--- src/rtl/mc_ctrl_pkg.sv ---
// Shared definitions for the multi-cycle MIPS main control FSM.
// Latency: n/a (types, constants and a helper only).
// Backpressure: n/a.
// Contents: state encoding, opcodes, alu_op codes, mux select codes, ctrl_t bundle.
package mc_ctrl_pkg;

  typedef enum logic [3:0] {
    ST_FETCH  = 4'd0,
    ST_DECODE = 4'd1,
    ST_MEMADR = 4'd2,
    ST_MEMRD  = 4'd3,
    ST_MEMWB  = 4'd4,
    ST_MEMWR  = 4'd5,
    ST_REXEC  = 4'd6,
    ST_ALUWB  = 4'd7,
    ST_BRANCH = 4'd8,
    ST_IEXEC  = 4'd9,
    ST_IWB    = 4'd10,
    ST_JUMP   = 4'd11
  } state_t;

  // Opcodes (IR[31:26])
  localparam logic [5:0] OP_RTYPE = 6'h00;
  localparam logic [5:0] OP_J     = 6'h02;
  localparam logic [5:0] OP_BEQ   = 6'h04;
  localparam logic [5:0] OP_BNE   = 6'h05;
  localparam logic [5:0] OP_ADDI  = 6'h08;
  localparam logic [5:0] OP_ANDI  = 6'h0C;
  localparam logic [5:0] OP_LUI   = 6'h0F;
  localparam logic [5:0] OP_LW    = 6'h23;
  localparam logic [5:0] OP_SW    = 6'h2B;

  // alu_op codes, as understood by the ALU control decoder
  localparam logic [2:0] ALU_FUNCT = 3'b000;
  localparam logic [2:0] ALU_SUB   = 3'b001;
  localparam logic [2:0] ALU_ADD   = 3'b010;
  localparam logic [2:0] ALU_ADDI  = 3'b011;
  localparam logic [2:0] ALU_AND   = 3'b100;

  // ALU operand A select
  localparam logic [1:0] SRCA_PC   = 2'd0;
  localparam logic [1:0] SRCA_A    = 2'd1;
  localparam logic [1:0] SRCA_ZERO = 2'd2;

  // ALU operand B select
  localparam logic [2:0] SRCB_B       = 3'd0;
  localparam logic [2:0] SRCB_FOUR    = 3'd1;
  localparam logic [2:0] SRCB_SEXT    = 3'd2;
  localparam logic [2:0] SRCB_SEXT_SH = 3'd3;
  localparam logic [2:0] SRCB_ZEXT    = 3'd4;
  localparam logic [2:0] SRCB_UPPER   = 3'd5;

  // PC source select
  localparam logic [1:0] PCSRC_ALU    = 2'd0;
  localparam logic [1:0] PCSRC_ALUOUT = 2'd1;
  localparam logic [1:0] PCSRC_JUMP   = 2'd2;

  // Decoded datapath controls for one cycle
  typedef struct packed {
    logic       pc_write;
    logic       branch_eq;
    logic       branch_ne;
    logic       i_or_d;
    logic       mem_read;
    logic       mem_write;
    logic       ir_write;
    logic       reg_dst;
    logic       mem_to_reg;
    logic       reg_write;
    logic [1:0] alu_src_a;
    logic [2:0] alu_src_b;
    logic [1:0] pc_source;
    logic [2:0] alu_op;
  } ctrl_t;

  // States that issue a memory request and wait on mem_ready
  function automatic logic is_mem_state(state_t s);
    return (s == ST_FETCH) || (s == ST_MEMRD) || (s == ST_MEMWR);
  endfunction

endpackage

--- src/rtl/multicycle_control_if.sv ---
// Control bus between the main control FSM and the multi-cycle datapath.
// Latency: n/a (wires only).
// Backpressure: memory stalls via mem_ready; the requester holds mem_read/mem_write.
// master = controller (drives controls), slave = datapath (drives opcode, mem_ready).
interface multicycle_control_if;
  logic [5:0] opcode;
  logic       mem_ready;
  logic       pc_write;
  logic       branch_eq;
  logic       branch_ne;
  logic       i_or_d;
  logic       mem_read;
  logic       mem_write;
  logic       ir_write;
  logic       reg_dst;
  logic       mem_to_reg;
  logic       reg_write;
  logic [1:0] alu_src_a;
  logic [2:0] alu_src_b;
  logic [1:0] pc_source;
  logic [2:0] alu_op;
  logic       mem_err;
  logic       illegal_op;

  modport master (
    input  opcode, mem_ready,
    output pc_write, branch_eq, branch_ne, i_or_d, mem_read, mem_write,
           ir_write, reg_dst, mem_to_reg, reg_write, alu_src_a, alu_src_b,
           pc_source, alu_op, mem_err, illegal_op
  );

  modport slave (
    output opcode, mem_ready,
    input  pc_write, branch_eq, branch_ne, i_or_d, mem_read, mem_write,
           ir_write, reg_dst, mem_to_reg, reg_write, alu_src_a, alu_src_b,
           pc_source, alu_op, mem_err, illegal_op
  );
endinterface

--- src/rtl/mc_ctrl_outdec.sv ---
// State/opcode to datapath-control decode for the multi-cycle control FSM.
// Latency: combinational, zero cycles.
// Backpressure: none; FETCH ir_write/pc_write follow mem_ready directly.
// Ports: state, opcode, mem_ready in; ctrl (ctrl_t bundle) out.
module mc_ctrl_outdec
  import mc_ctrl_pkg::*;
(
  input  state_t     state,
  input  logic [5:0] opcode,
  input  logic       mem_ready,
  output ctrl_t      ctrl
);

  always_comb begin
    ctrl = '0;
    case (state)
      ST_FETCH: begin
        ctrl.mem_read  = 1'b1;
        ctrl.i_or_d    = 1'b0;
        ctrl.alu_src_a = SRCA_PC;
        ctrl.alu_src_b = SRCB_FOUR;
        ctrl.alu_op    = ALU_ADD;
        ctrl.pc_source = PCSRC_ALU;
        // Only Mealy outputs: latch IR and PC+4 in the cycle memory answers
        ctrl.ir_write  = mem_ready;
        ctrl.pc_write  = mem_ready;
      end
      ST_DECODE: begin
        // Precompute branch target into ALUOut
        ctrl.alu_src_a = SRCA_PC;
        ctrl.alu_src_b = SRCB_SEXT_SH;
        ctrl.alu_op    = ALU_ADD;
      end
      ST_MEMADR: begin
        ctrl.alu_src_a = SRCA_A;
        ctrl.alu_src_b = SRCB_SEXT;
        ctrl.alu_op    = ALU_ADD;
      end
      ST_MEMRD: begin
        ctrl.mem_read = 1'b1;
        ctrl.i_or_d   = 1'b1;
      end
      ST_MEMWB: begin
        ctrl.reg_write  = 1'b1;
        ctrl.mem_to_reg = 1'b1;
      end
      ST_MEMWR: begin
        ctrl.mem_write = 1'b1;
        ctrl.i_or_d    = 1'b1;
      end
      ST_REXEC: begin
        ctrl.alu_src_a = SRCA_A;
        ctrl.alu_src_b = SRCB_B;
        ctrl.alu_op    = ALU_FUNCT;
      end
      ST_ALUWB: begin
        ctrl.reg_write = 1'b1;
        ctrl.reg_dst   = 1'b1;
      end
      ST_BRANCH: begin
        ctrl.alu_src_a = SRCA_A;
        ctrl.alu_src_b = SRCB_B;
        ctrl.alu_op    = ALU_SUB;
        ctrl.pc_source = PCSRC_ALUOUT;
        ctrl.branch_eq = (opcode == OP_BEQ);
        ctrl.branch_ne = (opcode == OP_BNE);
      end
      ST_IEXEC: begin
        case (opcode)
          OP_ADDI: begin
            ctrl.alu_src_a = SRCA_A;
            ctrl.alu_src_b = SRCB_SEXT;
            ctrl.alu_op    = ALU_ADDI;
          end
          OP_ANDI: begin
            ctrl.alu_src_a = SRCA_A;
            ctrl.alu_src_b = SRCB_ZEXT;
            ctrl.alu_op    = ALU_AND;
          end
          OP_LUI: begin
            // 0 + (imm << 16)
            ctrl.alu_src_a = SRCA_ZERO;
            ctrl.alu_src_b = SRCB_UPPER;
            ctrl.alu_op    = ALU_ADD;
          end
          default: ;
        endcase
      end
      ST_IWB: begin
        ctrl.reg_write = 1'b1;
      end
      ST_JUMP: begin
        ctrl.pc_write  = 1'b1;
        ctrl.pc_source = PCSRC_JUMP;
      end
      default: ;
    endcase
  end

endmodule

--- src/rtl/multicycle_control.sv ---
// Main control FSM for the multi-cycle MIPS datapath (fetch/decode/execute/mem/wb).
// Latency: 3-5 cycles per instruction with zero-wait memory, +1 per memory wait cycle.
// Backpressure: FETCH/MEMRD/MEMWR hold their request until mem_ready; abort to FETCH after WAIT_MAX waits.
// Ports: clk, rst_n (async, active-low), bus (multicycle_control_if.master).
module multicycle_control
  import mc_ctrl_pkg::*;
#(
  parameter int unsigned WAIT_MAX = 15  // 1..255
) (
  input  logic                 clk,
  input  logic                 rst_n,
  multicycle_control_if.master bus
);

  localparam logic [7:0] WAIT_LIM = 8'(WAIT_MAX);

  state_t     state, state_nxt;
  logic [7:0] wait_cnt, wait_cnt_nxt;
  logic       run;
  logic       timeout;
  logic       illegal_nxt;
  logic       at_limit;
  logic       mem_err_q, illegal_q;
  ctrl_t      dec, ctrl;

  // State register
  always_ff @(posedge clk or negedge rst_n) begin
    if (!rst_n) state <= ST_FETCH;
    else        state <= state_nxt;
  end

  // run is low during reset and for the cycle in which rst_n is released,
  // so the first request appears one cycle after release and all controls
  // drop asynchronously the instant reset asserts.
  always_ff @(posedge clk or negedge rst_n) begin
    if (!rst_n) begin
      run       <= 1'b0;
      wait_cnt  <= '0;
      mem_err_q <= 1'b0;
      illegal_q <= 1'b0;
    end else begin
      run       <= 1'b1;
      wait_cnt  <= wait_cnt_nxt;
      mem_err_q <= timeout;
      illegal_q <= illegal_nxt;
    end
  end

  // Timeout fires in the cycle where the counter already equals WAIT_MAX and
  // memory still has not answered; mem_ready in that cycle completes normally.
  assign at_limit = (wait_cnt == WAIT_LIM) && !bus.mem_ready;

  always_comb begin
    state_nxt    = state;
    timeout      = 1'b0;
    illegal_nxt  = 1'b0;
    wait_cnt_nxt = '0;

    case (state)
      ST_FETCH: begin
        if (bus.mem_ready) state_nxt = ST_DECODE;
        else if (at_limit) timeout   = 1'b1;
      end
      ST_DECODE: begin
        case (bus.opcode)
          OP_LW, OP_SW:            state_nxt = ST_MEMADR;
          OP_RTYPE:                state_nxt = ST_REXEC;
          OP_BEQ, OP_BNE:          state_nxt = ST_BRANCH;
          OP_ADDI, OP_ANDI, OP_LUI: state_nxt = ST_IEXEC;
          OP_J:                    state_nxt = ST_JUMP;
          default: begin
            state_nxt   = ST_FETCH;
            illegal_nxt = 1'b1;
          end
        endcase
      end
      ST_MEMADR: state_nxt = (bus.opcode == OP_LW) ? ST_MEMRD : ST_MEMWR;
      ST_MEMRD: begin
        if (bus.mem_ready) state_nxt = ST_MEMWB;
        else if (at_limit) begin
          state_nxt = ST_FETCH;  // skip write-back
          timeout   = 1'b1;
        end
      end
      ST_MEMWR: begin
        if (bus.mem_ready) state_nxt = ST_FETCH;
        else if (at_limit) begin
          state_nxt = ST_FETCH;
          timeout   = 1'b1;
        end
      end
      ST_REXEC:  state_nxt = ST_ALUWB;
      ST_IEXEC:  state_nxt = ST_IWB;
      ST_MEMWB, ST_ALUWB, ST_BRANCH, ST_IWB, ST_JUMP: state_nxt = ST_FETCH;
      default:   state_nxt = ST_FETCH;
    endcase

    // Counter only advances while a request is stalled in place; any
    // transition (including a timeout back into FETCH) clears it.
    if (is_mem_state(state) && !bus.mem_ready && !timeout)
      wait_cnt_nxt = wait_cnt + 8'd1;

    if (!run) begin
      state_nxt    = ST_FETCH;
      timeout      = 1'b0;
      illegal_nxt  = 1'b0;
      wait_cnt_nxt = '0;
    end
  end

  mc_ctrl_outdec u_outdec (
    .state     (state),
    .opcode    (bus.opcode),
    .mem_ready (bus.mem_ready),
    .ctrl      (dec)
  );

  assign ctrl = run ? dec : '0;

  assign bus.pc_write   = ctrl.pc_write;
  assign bus.branch_eq  = ctrl.branch_eq;
  assign bus.branch_ne  = ctrl.branch_ne;
  assign bus.i_or_d     = ctrl.i_or_d;
  assign bus.mem_read   = ctrl.mem_read;
  assign bus.mem_write  = ctrl.mem_write;
  assign bus.ir_write   = ctrl.ir_write;
  assign bus.reg_dst    = ctrl.reg_dst;
  assign bus.mem_to_reg = ctrl.mem_to_reg;
  assign bus.reg_write  = ctrl.reg_write;
  assign bus.alu_src_a  = ctrl.alu_src_a;
  assign bus.alu_src_b  = ctrl.alu_src_b;
  assign bus.pc_source  = ctrl.pc_source;
  assign bus.alu_op     = ctrl.alu_op;
  assign bus.mem_err    = mem_err_q;
  assign bus.illegal_op = illegal_q;

endmodule
--- src/flat_wrapper.sv ---
// flat-port wrapper written by rule: the top's interface ports become plain ports
module multicycle_control_flat import mc_ctrl_pkg::*;
#(
  parameter int unsigned WAIT_MAX = 15           
)
  (clk, rst_n, bus_opcode, bus_mem_ready, bus_pc_write, bus_branch_eq, bus_branch_ne, bus_i_or_d, bus_mem_read, bus_mem_write, bus_ir_write, bus_reg_dst, bus_mem_to_reg, bus_reg_write, bus_alu_src_a, bus_alu_src_b, bus_pc_source, bus_alu_op, bus_mem_err, bus_illegal_op);
  multicycle_control_if bus_i ();
  input  logic clk;
  input  logic rst_n;
  input wire logic [$bits(bus_i.opcode)-1:0] bus_opcode;
  input wire logic [$bits(bus_i.mem_ready)-1:0] bus_mem_ready;
  output wire logic [$bits(bus_i.pc_write)-1:0] bus_pc_write;
  output wire logic [$bits(bus_i.branch_eq)-1:0] bus_branch_eq;
  output wire logic [$bits(bus_i.branch_ne)-1:0] bus_branch_ne;
  output wire logic [$bits(bus_i.i_or_d)-1:0] bus_i_or_d;
  output wire logic [$bits(bus_i.mem_read)-1:0] bus_mem_read;
  output wire logic [$bits(bus_i.mem_write)-1:0] bus_mem_write;
  output wire logic [$bits(bus_i.ir_write)-1:0] bus_ir_write;
  output wire logic [$bits(bus_i.reg_dst)-1:0] bus_reg_dst;
  output wire logic [$bits(bus_i.mem_to_reg)-1:0] bus_mem_to_reg;
  output wire logic [$bits(bus_i.reg_write)-1:0] bus_reg_write;
  output wire logic [$bits(bus_i.alu_src_a)-1:0] bus_alu_src_a;
  output wire logic [$bits(bus_i.alu_src_b)-1:0] bus_alu_src_b;
  output wire logic [$bits(bus_i.pc_source)-1:0] bus_pc_source;
  output wire logic [$bits(bus_i.alu_op)-1:0] bus_alu_op;
  output wire logic [$bits(bus_i.mem_err)-1:0] bus_mem_err;
  output wire logic [$bits(bus_i.illegal_op)-1:0] bus_illegal_op;
  assign bus_i.opcode = bus_opcode;
  assign bus_i.mem_ready = bus_mem_ready;
  assign bus_pc_write = bus_i.pc_write;
  assign bus_branch_eq = bus_i.branch_eq;
  assign bus_branch_ne = bus_i.branch_ne;
  assign bus_i_or_d = bus_i.i_or_d;
  assign bus_mem_read = bus_i.mem_read;
  assign bus_mem_write = bus_i.mem_write;
  assign bus_ir_write = bus_i.ir_write;
  assign bus_reg_dst = bus_i.reg_dst;
  assign bus_mem_to_reg = bus_i.mem_to_reg;
  assign bus_reg_write = bus_i.reg_write;
  assign bus_alu_src_a = bus_i.alu_src_a;
  assign bus_alu_src_b = bus_i.alu_src_b;
  assign bus_pc_source = bus_i.pc_source;
  assign bus_alu_op = bus_i.alu_op;
  assign bus_mem_err = bus_i.mem_err;
  assign bus_illegal_op = bus_i.illegal_op;
  multicycle_control #(.WAIT_MAX(WAIT_MAX)) u_core (.clk(clk), .rst_n(rst_n), .bus(bus_i));
endmodule
--- config.mk ---
export PLATFORM = sky130hd
export DESIGN_NAME = multicycle_control_flat
export DESIGN_NICKNAME = d
export VERILOG_FILES = /design/src/rtl/mc_ctrl_pkg.sv /design/src/rtl/multicycle_control_if.sv /design/src/rtl/mc_ctrl_outdec.sv /design/src/rtl/multicycle_control.sv /design/src/flat_wrapper.sv
export SDC_FILE = /design/constraint.sdc
export NUM_CORES = 1
export LEC_CHECK = 0
export CAP_MARGIN = 0
export CORE_UTILIZATION = 43
export CTS_BUF_LIST = sky130_fd_sc_hd__clkbuf_8 sky130_fd_sc_hd__clkbuf_16
export DETAILED_ROUTE_END_ITERATION = 8
export PLACE_DENSITY = 0.82
export SLEW_MARGIN = 20
export SYNTH_ARGS = -nofsm -noshare
export SYNTH_HDL_FRONTEND = slang
export SYNTH_SLANG_ARGS = --single-unit
--- constraint.sdc ---
create_clock -name clk -period 1.57 [get_ports clk]
set_clock_uncertainty 0.15 [all_clocks]
set_input_delay 0.314 -clock clk [delete_from_list [all_inputs] [get_ports clk]]
set_output_delay 0.314 -clock clk [all_outputs]
set_load 0.005 [all_outputs]
==> impl_metrics.yaml, run 1 <==
outcome:
  stop_stage: "global routing"
  firstError: "[ERROR DPL-0038] Utilization greater than 100%, impossible to legalize"
  status: "aborted with a tool error"
cts:
  cts_buffers: 3
  cts.sinks: 15
  clockRootBuffer: "clkbuf_8"
  ctsHoldBuffers: 0
  htreeDepth: 1
  clk_path_buf_depth: 2
synthesis:
  synth-xor-area-share_pct: 5.91
  synth_top_family_by_area: "simple AND/OR/NAND/NOR gates"
  synthTopCellsByArea: "dfrtp_1, nand2_1, nor2_1"
  synth-seq-cells: 15
  synth_area_per_cell_um2: 7.70
  synthAdderAreaFrac_pct: 1.05
  synth_nets: 164
  synth_top_area_cell: "dfrtp_1"
  yosys.area_share.simple_pct: 37.4
  synthCells: 154
  async_flop_share_pct: 100
  syn_area_mm2: 0.00119
  yosys_warnings: 0
  ys.flop_type: "dfrtp_1"
  muxShareOfSynthArea_pct: 0
  synth_edf_count: 0
  seq_area_frac_synth_pct: 31.6
  synth_compound_area_share_pct: 17.0
  ys_types: 43
  yosysTopAreaCellShare_pct: 31.6
die:
  chipHeight_um: 54.5
  io_pins: 31
  fp-row-count: 18
  chipWidth_um: 54.5
  start_util_pct: 46.6
grt:
  grt_max_degree: 16
place:
  place_congestion: 0.855
  place_inst: 255
  dp_hpwl_um: 2880
  post-place-ws_ps: -867
  placement.io_buffers: 30
sta:
  worst_path_end_type: "primary output"
  repair-timing-grt-worst-ep: "bus_alu_op[1]"
-- metrics by stage --
step / utilization [%] / instance area, um2
after CTS: 91.6 / 2330
after global placement: 74.1 / 1890
after detailed placement: 74.1 / 1890
after floorplan: - / 1230
-- timing repair --
| action | in CTS |
|---|---|
| gates cloned | 0 |
| buffers inserted | 24 |
| pin swaps | 36 |
| setup endpoints to repair | 34 |
| gates resized for setup | 153 |
-- cells in the mapped netlist (2+ instances only) --
cell type   n
and2_1      2
nor3_1      6
nand4b_1    2
buf_2       2
nor2_2      8
xor2_1      3
clkbuf_1    6
a21oi_1    10
dfrtp_1    15
nor4_1      5
inv_1       5
nand3_1    10
or3_1       2
o211ai_1    2
a31oi_1     4
and3_1      4
o21ai_0     4
nor3b_1     2
xnor2_1     5
nand2_1    14
nor2b_1     2
nand2b_1    5
nor2_1     14
buf_6       2
o21ai_1     2
-- logic make-up after synthesis --
kind of cell / count (synthesis)
AND/OR/NAND/NOR: 82
AO/OA/AOI/OAI: 31
buffers and inverters: 16
flip-flops: 15
XOR/XNOR: 8
adder cells (fa/ha/maj): 1
other: 1
==> run 2: changes to the inputs <==
Settings changed: CORE_AREA set to 2 2 63 65, CORE_UTILIZATION 43 to unset, CTS_BUF_LIST sky130_fd_sc_hd__clkbuf_8 sky130_fd_sc_hd__clkbuf_16 to unset, DIE_AREA set to 0 0 65 67, PLACE_DENSITY 0.82 to unset, PLACE_DENSITY_LB_ADDON set to 0.15.
Clock period 1.57 ns to 2 ns, I/O delays scaled along.
==> run 2 against run 1 <==
Effect of this change: the flow now finishes, with violations (setup timing); synthesized area unchanged; synthesized cell count unchanged.
==> impl_metrics.yaml, run 2 <==
route:
  vias: 1366
  first_pass_iters: 4
  viasPerCell: 4.88
  drtIter0Drc: 62
  ant_nets: 0
  totalWireLength_um: 3570
  drc: 0
  routedWlPerCell_um: 12.7
outcome:
  status: "complete, but fails checks"
  violations: "setup timing"
synthesis:
  syn_area_mm2: 0.00119
  yosys_warnings: 0
  ys_top_cells_by_count: "dfrtp_1, nand2_1, nor2_1"
  seq_area_frac_synth_pct: 31.6
  yosysTopAreaCellShare_pct: 31.6
  synth_nets: 164
  ys.flop_type: "dfrtp_1"
  synthCells: 154
  synthTopCellsByArea: "dfrtp_1, nand2_1, nor2_1"
  async_flop_share_pct: 100
  synth_area_per_cell_um2: 7.70
  synth-seq-cells: 15
  ys_types: 43
  synthMostInstantiatedCell: "dfrtp_1"
  synth_edf_count: 0
  synth_top_area_cell: "dfrtp_1"
critical_path:
  required_ps: 1450
  cp-start-kind: "flop"
  arrival_ps: 1670
  crit_slowest_cell: "dfrtp_1"
  critPathMaxStageDelay_ps: 420
  crit_fanout: 2
  worst_setup_path_end_kind: "primary output"
  crit_chain: "buf_6, nor2b_4, and3_4, nand4b_1, buf_4, a31oi_1, buf_2"
  rrSetupSlack_ps: 80
  path_class: "flop to primary output"
power_and_ir_drop:
  power_frac_seq_pct: 42.5
  p_sw_share_pct: 25.5
  p_comb_share_pct: 26.5
  p_per_area_mw_per_mm2: 366
  p_int_mw: 0.555
  p_switching_mw: 0.190
  ir_drop_mv: 0.357
  clkPwrFrac_pct: 31.0
  leakagePower_nw: 0.957
grt:
  grt_max_degree: 16
  first_global_vias: 1323
  grt_pass1_wl_um: 5660
  grt_overflow: 0
  antenna_found_initial: 0
  grt_usage_pct: 16.5
cells_and_area:
  largestRegisters: "u_core.wait_cnt: 8 flops, u_core.state: 4 flops"
  layout-drive-gt1-share_pct: 50.4
  n_antenna_cell: 0
  ff_latch_area_um2: 375
  regMostFlops: "u_core.wait_cnt"
  area_growth_pct: 71.4
  layout_commonest_cell: "buf_4"
  final_util_pct: 56.4
  largest_reg_flops: 8
  final_nets: 243
  multi_input_area_um2: 875
  final_cell_mix: "buf_4, dfrtp_1, nor2_2"
  fill_cells: 332
sta:
  setup_viol: 13
  fin_crit_sh_pct: 111
  whs_ps: 330
  final_hold_viol_count: 0
  slew_viol_final: 0
  min_period_ps: 2220
  max_freq_mhz: 450
  rsz0062_at_grt: "true"
  fin_ws_ps: -223
cts:
  htreeDepth: 1
  clockRootBuffer: "clkbuf_8"
  clk_path_buf_depth: 2
  clk-insertion-delay-late_ps: 240
  cts_tree: "done"
  ctsHoldBuffers: 0
  cts.sinks: 15
  cts_buffers: 3
  path_clk_slew_ps: 50
min_path:
  hold_path.class: "input pin to async pin"
die:
  start_util_pct: 32.9
  fp-row-count: 22
  chipHeight_um: 67
  chipWidth_um: 65
  dieArea_mm2: 0.00436
  coreArea_mm2: 0.00361
  io_pins: 31
place:
  placement.io_buffers: 30
  dp_hpwl_um: 2640
  place_congestion: 0.831
flow_run:
  drv_cap: 0
run 2: power by group through the flow:
stage	logic (mW)	registers (mW)	clock network, mW
after floorplan	0.0747	0.319	0
after global placement	0.170	0.321	0
after detailed placement	0.173	0.322	0
after CTS	0.182	0.316	0.242
after global routing	0.216	0.316	0.256
final	0.197	0.316	0.231
run 2: per-stage QoR:
step                instance area (um2)  TNS, ps  power, mW  cells  setup slack (ps)
finish                             2030    -1330      0.744    280              -223
global route                       2030    -2390      0.788    280              -291
CTS                                1920    -1390      0.739    277              -246
detailed placement                 1800    -6950      0.494    263              -635
global placement                   1800    -6310      0.491    263              -592
floorplan                          1190        0      0.394    154               205
run 2: repair_timing:
item                                    4_1_cts  5_1_grt
resized for setup                            72       39
endpoints found under the setup margin       21       19
buffers inserted                             10        3
endpoints found under the hold margin         0        0
pin swaps                                    17        7
gates cloned                                  0        0
run 2: path summary, 6_finish.rpt:
check / start / to / cells after the start
worst min-delay path: rst_n / u_core.wait_cnt[7]$_DFF_PN0_ / 2
max in group asynchronous: rst_n / u_core.state[2]$_DFFE_PN0P_ / 2
worst max-delay path: u_core.state[1]$_DFFE_PN0P_ / bus_alu_op[1] / 7
min in group clk: u_core.wait_cnt[0]$_DFF_PN0_ / u_core.wait_cnt[0]$_DFF_PN0_ / 1
worst max register to register: u_core.state[1]$_DFFE_PN0P_ / u_core.wait_cnt[3]$_DFF_PN0_ / 7
worst min register to register: u_core.wait_cnt[0]$_DFF_PN0_ / u_core.wait_cnt[0]$_DFF_PN0_ / 1
run 2: kinds of logic (layout without fill, tap and decap cells):
| logic type | count (synthesis) | in the layout | share of synthesized area [%] |
|---|---|---|---|
| and+or+nand+nor | 82 | 82 | 37.4 |
| AOI/OAI and AO/OA | 31 | 31 | 17.0 |
| buffers and inverters | 16 | 94 | 6.65 |
| DFF | 15 | 15 | 31.6 |
| xor gates and xnor gates | 8 | 8 | 5.91 |
| adders and majority gates | 1 | 1 | 1.05 |
| other | 1 | 1 | 0.316 |
run 2: routing by layer:
metal	vias up	GRT usage (%)	wire (um)
li1	697	-	-
met1	630	20.7	1630
met2	34	29.1	1740
met3	5	3.72	155
met4	0	2.93	44
met5	-	0	0
run 2: final cells by class:
cell class	count	area share, %
flip-flops and latches	15	18.5
well taps	48	2.95
multi-input cells	123	43.0
repair buffers	85	32.4
inverters	5	0.923
clock buffers	4	2.22
run 2: worst max-delay path, delay by kind of cell, from the launching register on:
kind                   cells  cell delay, ps
AOI/OAI and AO/OA          1             150
DFF                        1             420
and+or+nand+nor            3             410
buffers and inverters      3             450
(Power assumes the default switching activity.)
